### src/rtl/nf10_stamp_pkg.sv
// Shared constants, buffer state encoding and small helpers for the stamp inserter.
package nf10_stamp_pkg;

  localparam int unsigned DEF_AXIS_DATA_WIDTH  = 256;
  localparam int unsigned DEF_AXIS_TUSER_WIDTH = 128;
  localparam int unsigned DEF_TIMESTAMP_WIDTH  = 64;
  localparam int unsigned DEF_TS_LSB           = 64;
  localparam int unsigned STATS_WIDTH          = 32;

  typedef enum logic [1:0] {
    EMPTY = 2'd0,
    ONE   = 2'd1,
    TWO   = 2'd2
  } buf_state_t;

  // Saturating increment for the statistics counters.
  function automatic logic [STATS_WIDTH-1:0] sat_inc(input logic [STATS_WIDTH-1:0] v);
    return (v == '1) ? v : v + STATS_WIDTH'(1);
  endfunction

endpackage

### src/rtl/nf10_axis_skid_buf.sv
// Generic 2-entry registered slice: full throughput, registered ready and valid.
module nf10_axis_skid_buf
  import nf10_stamp_pkg::*;
#(
  parameter int unsigned WIDTH = 8
) (
  input  logic             clk,
  input  logic             rst,
  input  logic [WIDTH-1:0] s_data,
  input  logic             s_valid,
  output logic             s_ready,
  output logic [WIDTH-1:0] m_data,
  output logic             m_valid,
  input  logic             m_ready
);

  buf_state_t       state;
  logic [WIDTH-1:0] skid_q;
  logic             s_acc;
  logic             m_acc;

  assign s_acc = s_valid & s_ready;
  assign m_acc = m_valid & m_ready;

  // Occupancy FSM; valid and ready are registered alongside the state.
  always_ff @(posedge clk or posedge rst) begin
    if (rst) begin
      state   <= EMPTY;
      m_valid <= 1'b0;
      s_ready <= 1'b0;
    end else begin
      case (state)
        EMPTY: begin
          s_ready <= 1'b1;
          if (s_acc) begin
            state   <= ONE;
            m_valid <= 1'b1;
          end
        end
        ONE: begin
          if (s_acc && !m_acc) begin
            state   <= TWO;
            s_ready <= 1'b0;
          end else if (!s_acc && m_acc) begin
            state   <= EMPTY;
            m_valid <= 1'b0;
          end
        end
        TWO: begin
          if (m_acc) begin
            state   <= ONE;
            s_ready <= 1'b1;
          end
        end
        default: begin
          state   <= EMPTY;
          m_valid <= 1'b0;
          s_ready <= 1'b1;
        end
      endcase
    end
  end

  // Head register feeds the master; skid register catches the beat taken while stalled.
  always_ff @(posedge clk) begin
    if (s_acc && ((state == EMPTY) || ((state == ONE) && m_acc))) begin
      m_data <= s_data;
    end else if ((state == TWO) && m_acc) begin
      m_data <= skid_q;
    end
    if (s_acc && (state == ONE) && !m_acc) begin
      skid_q <= s_data;
    end
  end

endmodule

### src/rtl/nf10_stamp_inserter.sv
// Writes the stamp counter into TUSER of each packet's first beat; full-rate AXIS stage.
// Optional statistics counters are built when STAMP_INSERTER_STATS_EN is defined.
module nf10_stamp_inserter
  import nf10_stamp_pkg::*;
#(
  parameter int unsigned C_AXIS_DATA_WIDTH  = DEF_AXIS_DATA_WIDTH,
  parameter int unsigned C_AXIS_TUSER_WIDTH = DEF_AXIS_TUSER_WIDTH,
  parameter int unsigned TIMESTAMP_WIDTH    = DEF_TIMESTAMP_WIDTH,
  parameter int unsigned TS_LSB             = DEF_TS_LSB
) (
  input  logic                            axi_aclk,
  input  logic                            axi_reset,
  input  logic [TIMESTAMP_WIDTH-1:0]      stamp_counter,
  input  logic [C_AXIS_DATA_WIDTH-1:0]    s_axis_tdata,
  input  logic [C_AXIS_DATA_WIDTH/8-1:0]  s_axis_tstrb,
  input  logic [C_AXIS_TUSER_WIDTH-1:0]   s_axis_tuser,
  input  logic                            s_axis_tvalid,
  input  logic                            s_axis_tlast,
  output logic                            s_axis_tready,
  output logic [C_AXIS_DATA_WIDTH-1:0]    m_axis_tdata,
  output logic [C_AXIS_DATA_WIDTH/8-1:0]  m_axis_tstrb,
  output logic [C_AXIS_TUSER_WIDTH-1:0]   m_axis_tuser,
  output logic                            m_axis_tlast,
  output logic                            m_axis_tvalid,
  input  logic                            m_axis_tready,
  input  logic                            clr_stats,
  output logic [STATS_WIDTH-1:0]          pkt_count,
  output logic [STATS_WIDTH-1:0]          stall_count
);

  localparam int unsigned STRB_WIDTH = C_AXIS_DATA_WIDTH / 8;
  localparam int unsigned BEAT_WIDTH = C_AXIS_DATA_WIDTH + STRB_WIDTH + C_AXIS_TUSER_WIDTH + 1;

  if (TS_LSB + TIMESTAMP_WIDTH > C_AXIS_TUSER_WIDTH) begin : g_ts_range_err
    $error("nf10_stamp_inserter: TS_LSB + TIMESTAMP_WIDTH exceeds C_AXIS_TUSER_WIDTH");
  end

  logic                          sof;
  logic                          s_acc;
  logic [C_AXIS_TUSER_WIDTH-1:0] tuser_c;
  logic [BEAT_WIDTH-1:0]         m_beat;

  assign s_acc = s_axis_tvalid & s_axis_tready;

  // Start-of-frame tracker: the beat after a tlast (or reset) opens a packet.
  always_ff @(posedge axi_aclk or posedge axi_reset) begin
    if (axi_reset) begin
      sof <= 1'b1;
    end else if (s_acc) begin
      sof <= s_axis_tlast;
    end
  end

  always_comb begin
    tuser_c = s_axis_tuser;
    if (sof) begin
      tuser_c[TS_LSB +: TIMESTAMP_WIDTH] = stamp_counter;
    end
  end

  nf10_axis_skid_buf #(
    .WIDTH (BEAT_WIDTH)
  ) u_skid (
    .clk     (axi_aclk),
    .rst     (axi_reset),
    .s_data  ({s_axis_tdata, s_axis_tstrb, tuser_c, s_axis_tlast}),
    .s_valid (s_axis_tvalid),
    .s_ready (s_axis_tready),
    .m_data  (m_beat),
    .m_valid (m_axis_tvalid),
    .m_ready (m_axis_tready)
  );

  assign {m_axis_tdata, m_axis_tstrb, m_axis_tuser, m_axis_tlast} = m_beat;

`ifdef STAMP_INSERTER_STATS_EN
  logic [STATS_WIDTH-1:0] pkt_q;
  logic [STATS_WIDTH-1:0] stall_q;

  // Clear wins over a coincident increment.
  always_ff @(posedge axi_aclk or posedge axi_reset) begin
    if (axi_reset) begin
      pkt_q   <= '0;
      stall_q <= '0;
    end else if (clr_stats) begin
      pkt_q   <= '0;
      stall_q <= '0;
    end else begin
      if (m_axis_tvalid && m_axis_tready && m_axis_tlast) begin
        pkt_q <= sat_inc(pkt_q);
      end
      if (m_axis_tvalid && !m_axis_tready) begin
        stall_q <= sat_inc(stall_q);
      end
    end
  end

  assign pkt_count   = pkt_q;
  assign stall_count = stall_q;
`else
  logic unused_clr_stats;
  assign unused_clr_stats = clr_stats;
  assign pkt_count        = '0;
  assign stall_count      = '0;
`endif

endmodule

### config.mk
export PLATFORM = sky130hd
export DESIGN_NAME = nf10_stamp_inserter
export DESIGN_NICKNAME = d
export VERILOG_FILES = /design/src/rtl/nf10_stamp_pkg.sv /design/src/rtl/nf10_axis_skid_buf.sv /design/src/rtl/nf10_stamp_inserter.sv
export SDC_FILE = /design/constraint.sdc
export NUM_CORES = 1
export LEC_CHECK = 0
export BUFFER_PORTS_ARGS = -buffer_cell sky130_fd_sc_hd__buf_2
export CORE_AREA = 2 2 375 377
export DETAILED_ROUTE_END_ITERATION = 16
export DIE_AREA = 0 0 377 379
export HOLD_SLACK_MARGIN = 0.1
export PLACE_DENSITY_LB_ADDON = 0.2
export SETUP_SLACK_MARGIN = 0.15
export SYNTH_ARGS = -nofsm -noshare
export SYNTH_HDL_FRONTEND = slang
export SYNTH_SLANG_ARGS = --single-unit
### constraint.sdc
create_clock -name axi_aclk -period 41.9 [get_ports axi_aclk]
set_clock_uncertainty 0.2 [all_clocks]
set_input_delay 6.285 -clock axi_aclk [delete_from_list [all_inputs] [get_ports axi_aclk]]
set_output_delay 6.285 -clock axi_aclk [all_outputs]
set_load 0.1 [all_outputs]
# Word level (Yosys, flattened, before mapping)
# Cells that the tools add are included.
[classes] addsub=0 magnitude_cmp=0 muxes=15 n_div=0 reduce_logical=15 n_mul=0 bitwise_logic=3 shift=0 eq_ne=8
[op_table] operator="two-way mux 417 bit" n=2
[op_table] operator="two-way mux 64 bit" n=1
[op_table] operator="two-way mux 2 bit" n=4
[op_table] operator="!= test 2 x 1 -> 1 bit (second input constant)" n=4
[op_table] operator="logical AND 1 bit" n=7
[op_table] operator="one-hot mux 2 bit (3 select lines)" n=1
[op_table] operator="two-way mux 1 bit" n=5
[op_table] operator="AND reduction 4 bit" n=1
[op_table] operator="!= test 3 x 1 -> 1 bit (second input constant)" n=1
[op_table] operator="one-hot mux 1 bit (3 select lines)" n=1
[op_table] operator="AND reduction 3 bit" n=1
[op_table] operator="AND 1 bit" n=2
[op_table] operator="== test 2 x 1 -> 1 bit (second input constant)" n=1
[op_table] operator="== test 2 bit (second input constant)" n=1
[op_table] operator="zero test 1 bit" n=2
[op_table] operator="zero test 2 bit" n=1
[op_table] operator="!= test 2 bit (second input constant)" n=1
[op_table] operator="one-hot mux 1 bit (2 select lines)" n=1
[op_table] operator="AND reduction 2 bit" n=1
[op_table] operator="nonzero test 2 bit" n=1
[op_table] operator="logical OR 1 bit" n=1
[op_table] operator="inverter 1 bit" n=1
[totals] ram_bits=0 n_memories=0 elab_cells=47 register_bits=839 output_inout_bits=483 latch_bits=0 mem_bits_ro=0

# Logic depth before layout (Yosys ltp)
[logic_depth] depth_word=6 depth_mapped=6

# Hierarchy
# A second synthesis with hierarchy kept.
[unflattened] cells_unflattened=1466 hier_area_um2=31885.6
[modules_own_cells] module="nf10_axis_skid_buf" cells_per_inst=1326 n_inst=1 area_each_um2=30379.1
[modules_own_cells] module="nf10_stamp_inserter" cells_per_inst=140 n_inst=1 area_each_um2=1506.4

# Worst setup path before layout
# Ideal clock, no wire load.
[synth_timing] path_type="in2reg" start="in m_axis_tready" end="reg u_skid.m_data[0], enable pin" path_buffers=0 slack_ns=4.511 path_stages=2 arrival_time_ns=35.414 path_cell_list="nand2_1 -> o21ai_0"
[synth_via] elab_chain_len=5
[synth_rtl] item="start, declared" line_no="nf10_stamp_inserter.sv:25" text="input logic m_axis_tready,"
[synth_rtl] item="AND 1 bit (*)" line_no="nf10_axis_skid_buf.sv:23" text="assign m_acc = m_valid & m_ready;"
[synth_rtl] item="logical AND 1 bit" line_no="nf10_axis_skid_buf.sv:66" text="if (s_acc && ((state == EMPTY) || ((state == ONE) && m_acc))) begin"
[synth_rtl] item="logical OR 1 bit" line_no="nf10_axis_skid_buf.sv:66"
[synth_rtl] item="logical AND 1 bit" line_no="nf10_axis_skid_buf.sv:66"
[synth_rtl] item="nonzero test 2 bit (no source line) (*)"
[synth_rtl] item="end signal, assigned" line_no="nf10_axis_skid_buf.sv:67" text="m_data <= s_data;"
[synth_rtl] item="end signal, assigned" line_no="nf10_axis_skid_buf.sv:69" text="m_data <= skid_q;"
[synth_rtl] item="end, declared" line_no="nf10_axis_skid_buf.sv:12" text="output logic [WIDTH-1:0] m_data,"
# Every way passes the cells marked *; elsewhere a longest branch is shown, timed or not.
# A chain may end at the register's enable or synchronous reset.

# Worst setup path after layout
[layout_timing] start="in s_axis_tvalid" end="reg u_skid.m_data[322], enable pin"
[layout_via] elab_chain_len=3
[layout_rtl] item="start, declared" line_no="nf10_stamp_inserter.sv:17" text="input logic s_axis_tvalid,"
[layout_rtl] item="AND 1 bit" line_no="nf10_axis_skid_buf.sv:22" text="assign s_acc = s_valid & s_ready;"
[layout_rtl] item="logical AND 1 bit" line_no="nf10_axis_skid_buf.sv:66"
[layout_rtl] item="nonzero test 2 bit (no source line)"
# No other way between the ends.

==> impl_metrics.env <==
export IMPL_routed_wl_mm=87.6
export IMPL_setup_repair_after_global_routing_missed_its_margin="false"
export IMPL_ioPinCount=969
export IMPL_synthDistinctLibCells=28
export IMPL_critical_path_cell_chain="buf_2 > and3b_2 > nand2b_4 > o21ai_4 > buf_12 > buf_4 > buf_4"
export IMPL_grt_ovfl_total=0
export IMPL_mapped_avg_cell_area_um2=21.8
export IMPL_post_route_cells_drive_above_1_share_pct=61.6
export IMPL_max_slew_margin_rel_pct=24.2
export IMPL_crit_required_ns=42.02
export IMPL_setup_total_negative_slack_ns=0
export IMPL_clk_transition_reported_paths_ns=0.06
export IMPL_post_cts_setup_buffer_count=0
export IMPL_cts_hold_repair_buffers=0
export IMPL_floorplan_rows=137
export IMPL_cts_resized=0
export IMPL_worst_endpoint_arrival_ns=9.61
export IMPL_vias_per_cell=3.90
export IMPL_wl_per_cell_um=20.2
export IMPL_synthMostInstantiatedCell="edfxtp_1"
export IMPL_clkLatencyLatePin_ns=0.69
export IMPL_min_period_over_period_pct=22.6
export IMPL_layout_area_overhead_vs_synth_pct=29.6
export IMPL_layout_nets=2915
export IMPL_via_count_of_the_first_global_routing_pass=18155
export IMPL_tightest_slew_ns=1.14
export IMPL_synth_main_ff_cell="edfxtp_1"
export IMPL_final_max_slew_viol_count=0
export IMPL_gp_routability_congestion=0.810
export IMPL_async_flop_share_pct=0.596
export IMPL_synth_cells_most_frequent="834 x edfxtp_1, 418 x mux2_2, 93 x buf_4"
export IMPL_initial_core_util_pct=23.0
export IMPL_pin_count_of_the_biggest_net_entering_global_routing=155
export IMPL_grtUsageTotal_pct=11.6
export IMPL_detail_route_first_pass_iterations=4
export IMPL_core_area_um2=139000
export IMPL_die_ar_um2=143000
export IMPL_netlist_instances=1462
export IMPL_synth_seq_cells=839
export IMPL_timing_critical_path_slowest_cell_delay_ns=0.82
export IMPL_path_common_cell="buf_4"
export IMPL_detailed_place_hpwl_mm=61.6
export IMPL_cell_with_the_largest_stage_delay_on_the_worst_path="buf_4"
export IMPL_tritoncts_num_buffers=98
export IMPL_die_w_um=377
export IMPL_post_synth_top_area_fraction_pct=78.5
export IMPL_worst_setup_path_end_kind="flop"
export IMPL_synth_area_leader_cell="edfxtp_1"
export IMPL_outcome="completed"
export IMPL_initial_antenna_violation_count=45
export IMPL_io_buffers=903
export IMPL_grt_pass1_wl_mm=123
export IMPL_report_final_hold_viol_count=0
export IMPL_achievable_freq_mhz=105
export IMPL_yosysWarningCount=0
export IMPL_worst_setup_sp_type="primary input"
export IMPL_clock_tree_root_cell="clkbuf_16"
export IMPL_cts_max_path_buffers=3
export IMPL_vias=16907
export IMPL_setup_violations_final=0
export IMPL_cell_area_after_technology_mapping_um2=31900
export IMPL_drc=0
export IMPL_timing_critical_path_fanout_max=154
export IMPL_yosys_top_cells_area="edfxtp_1 79%, mux2_2 15%, mux2_4 2.8%"
export IMPL_final_antenna_net_count=0
export IMPL_synth_edff_count=834
export IMPL_sink_count=839
export IMPL_maximum_level_of_the_cts_h_tree=3
export IMPL_layout_min_cycle_time_ns=9.48
export IMPL_timing_worst_setup_path_type="in2reg"
export IMPL_cts_tree="yes"
export IMPL_synth_seq_area_share_pct=78.9
export IMPL_max_cap_violations=0
export IMPL_worstHoldPathType="reg2reg"
export IMPL_die_height_um=379
export IMPL_drtIter0Drc=884
## flip-flops by register name, summed over array words and instances (netlist names)
register	count
u_skid.s_ready	1
u_skid.state	2
u_skid.m_data	417
u_skid.m_valid	1
u_skid.skid_q	417
sof	1
## layout by cell type, fill, tap and decap left out, types with 2 or more instances in the layout
| cell type | n |
|---|---|
| mux2_1 | 5 |
| conb_1 | 64 |
| clkinvlp_4 | 3 |
| nand2b_1 | 2 |
| diode_2 | 16 |
| edfxtp_1 | 834 |
| buf_4 | 14 |
| nor2_1 | 2 |
| buf_2 | 903 |
| buf_12 | 3 |
| clkinv_1 | 16 |
| inv_1 | 3 |
| o21ai_0 | 2 |
| clkbuf_16 | 99 |
| bufinv_16 | 5 |
| inv_8 | 2 |
| mux2_4 | 59 |
| mux2_2 | 418 |
| dfrtp_1 | 4 |
| clkinv_2 | 17 |
| nand2_1 | 3 |
| clkinv_4 | 2 |
| clkbuf_8 | 6 |
| clkinv_16 | 2 |
| inv_6 | 3 |
| clkbuf_1 | 22 |
## area by class of cell
| type | count | area (um^2) |
|---|---|---|
| diodes | 16 | 40.0 |
| clock buffers | 127 | 2640 |
| clock inverters | 52 | 480 |
| fillers | 13914 | 97500 |
| inverters | 3 | 11.3 |
| multi-input cells | 567 | 6060 |
| flip-flops and latches | 839 | 25200 |
| well taps | 1807 | 2260 |
| repair buffers | 920 | 4680 |
## path summary, 6_finish.rpt
| path | end | startpoint | slack (ns) | cells after the start |
|---|---|---|---|---|
| min in group asynchronous | u_skid.m_valid$_DFFE_PP0P_ | axi_reset | 5.31 | 2 |
| min | u_skid.m_data[81]$_DFFE_PP_ | u_skid.skid_q[81]$_DFFE_PP_ | 0.32 | 1 |
| max reg2reg | u_skid.m_data[322]$_DFFE_PP_ | u_skid.state[1]$_DFFE_PP0P_ | 37.60 | 6 |
| max in group asynchronous | sof$_DFFE_PP1P_ | axi_reset | 35.91 | 2 |
| max | u_skid.m_data[322]$_DFFE_PP_ | s_axis_tvalid | 32.42 | 7 |
| min reg2reg | u_skid.m_data[81]$_DFFE_PP_ | u_skid.skid_q[81]$_DFFE_PP_ | 0.32 | 1 |
## through the flow
step	area [um^2]	cells	util, %	hold slack, ns	setup WS, ns
after floorplan	32100	1525	-	0.294	4.51
after global placement	38200	4136	27.5	0.312	31.26
after detailed placement	38200	4136	27.5	0.314	31.22
after CTS	41300	4315	29.8	0.309	32.01
after global routing	41300	4325	29.8	0.339	32.02
final	41300	4331	29.8	0.316	32.42
## kinds of logic after synthesis
logic type             share of synthesized area [%]
AND/OR/NAND/NOR                                0.255
other                                         0.0118
buffers and inverters                           2.91
AO/OA/AOI/OAI                                  0.192
flip-flops                                      78.9
multiplexers                                    17.7
XOR/XNOR                                      0.0275
## per-layer routing
| metal | track usage [%] | vias up | part of all wire [%] |
|---|---|---|---|
| met5 | 0 | - | 0.36 |
| met4 | 3.92 | 50 | 2.3 |
| met3 | 6.54 | 167 | 12 |
| met2 | 19.7 | 671 | 50 |
| met1 | 12.1 | 8377 | 35 |
| li1 | - | 7642 | - |
## critical path, delay by kind of cell
family | cells | cell delay [ns]
and+or+nand+nor | 2 | 0.60
buffers and inverters | 4 | 2.28
AOI/OAI and AO/OA | 1 | 0.34
Power is not shown: default switching activity piles up to over one toggle a cycle in this logic, so the estimate is an artifact.
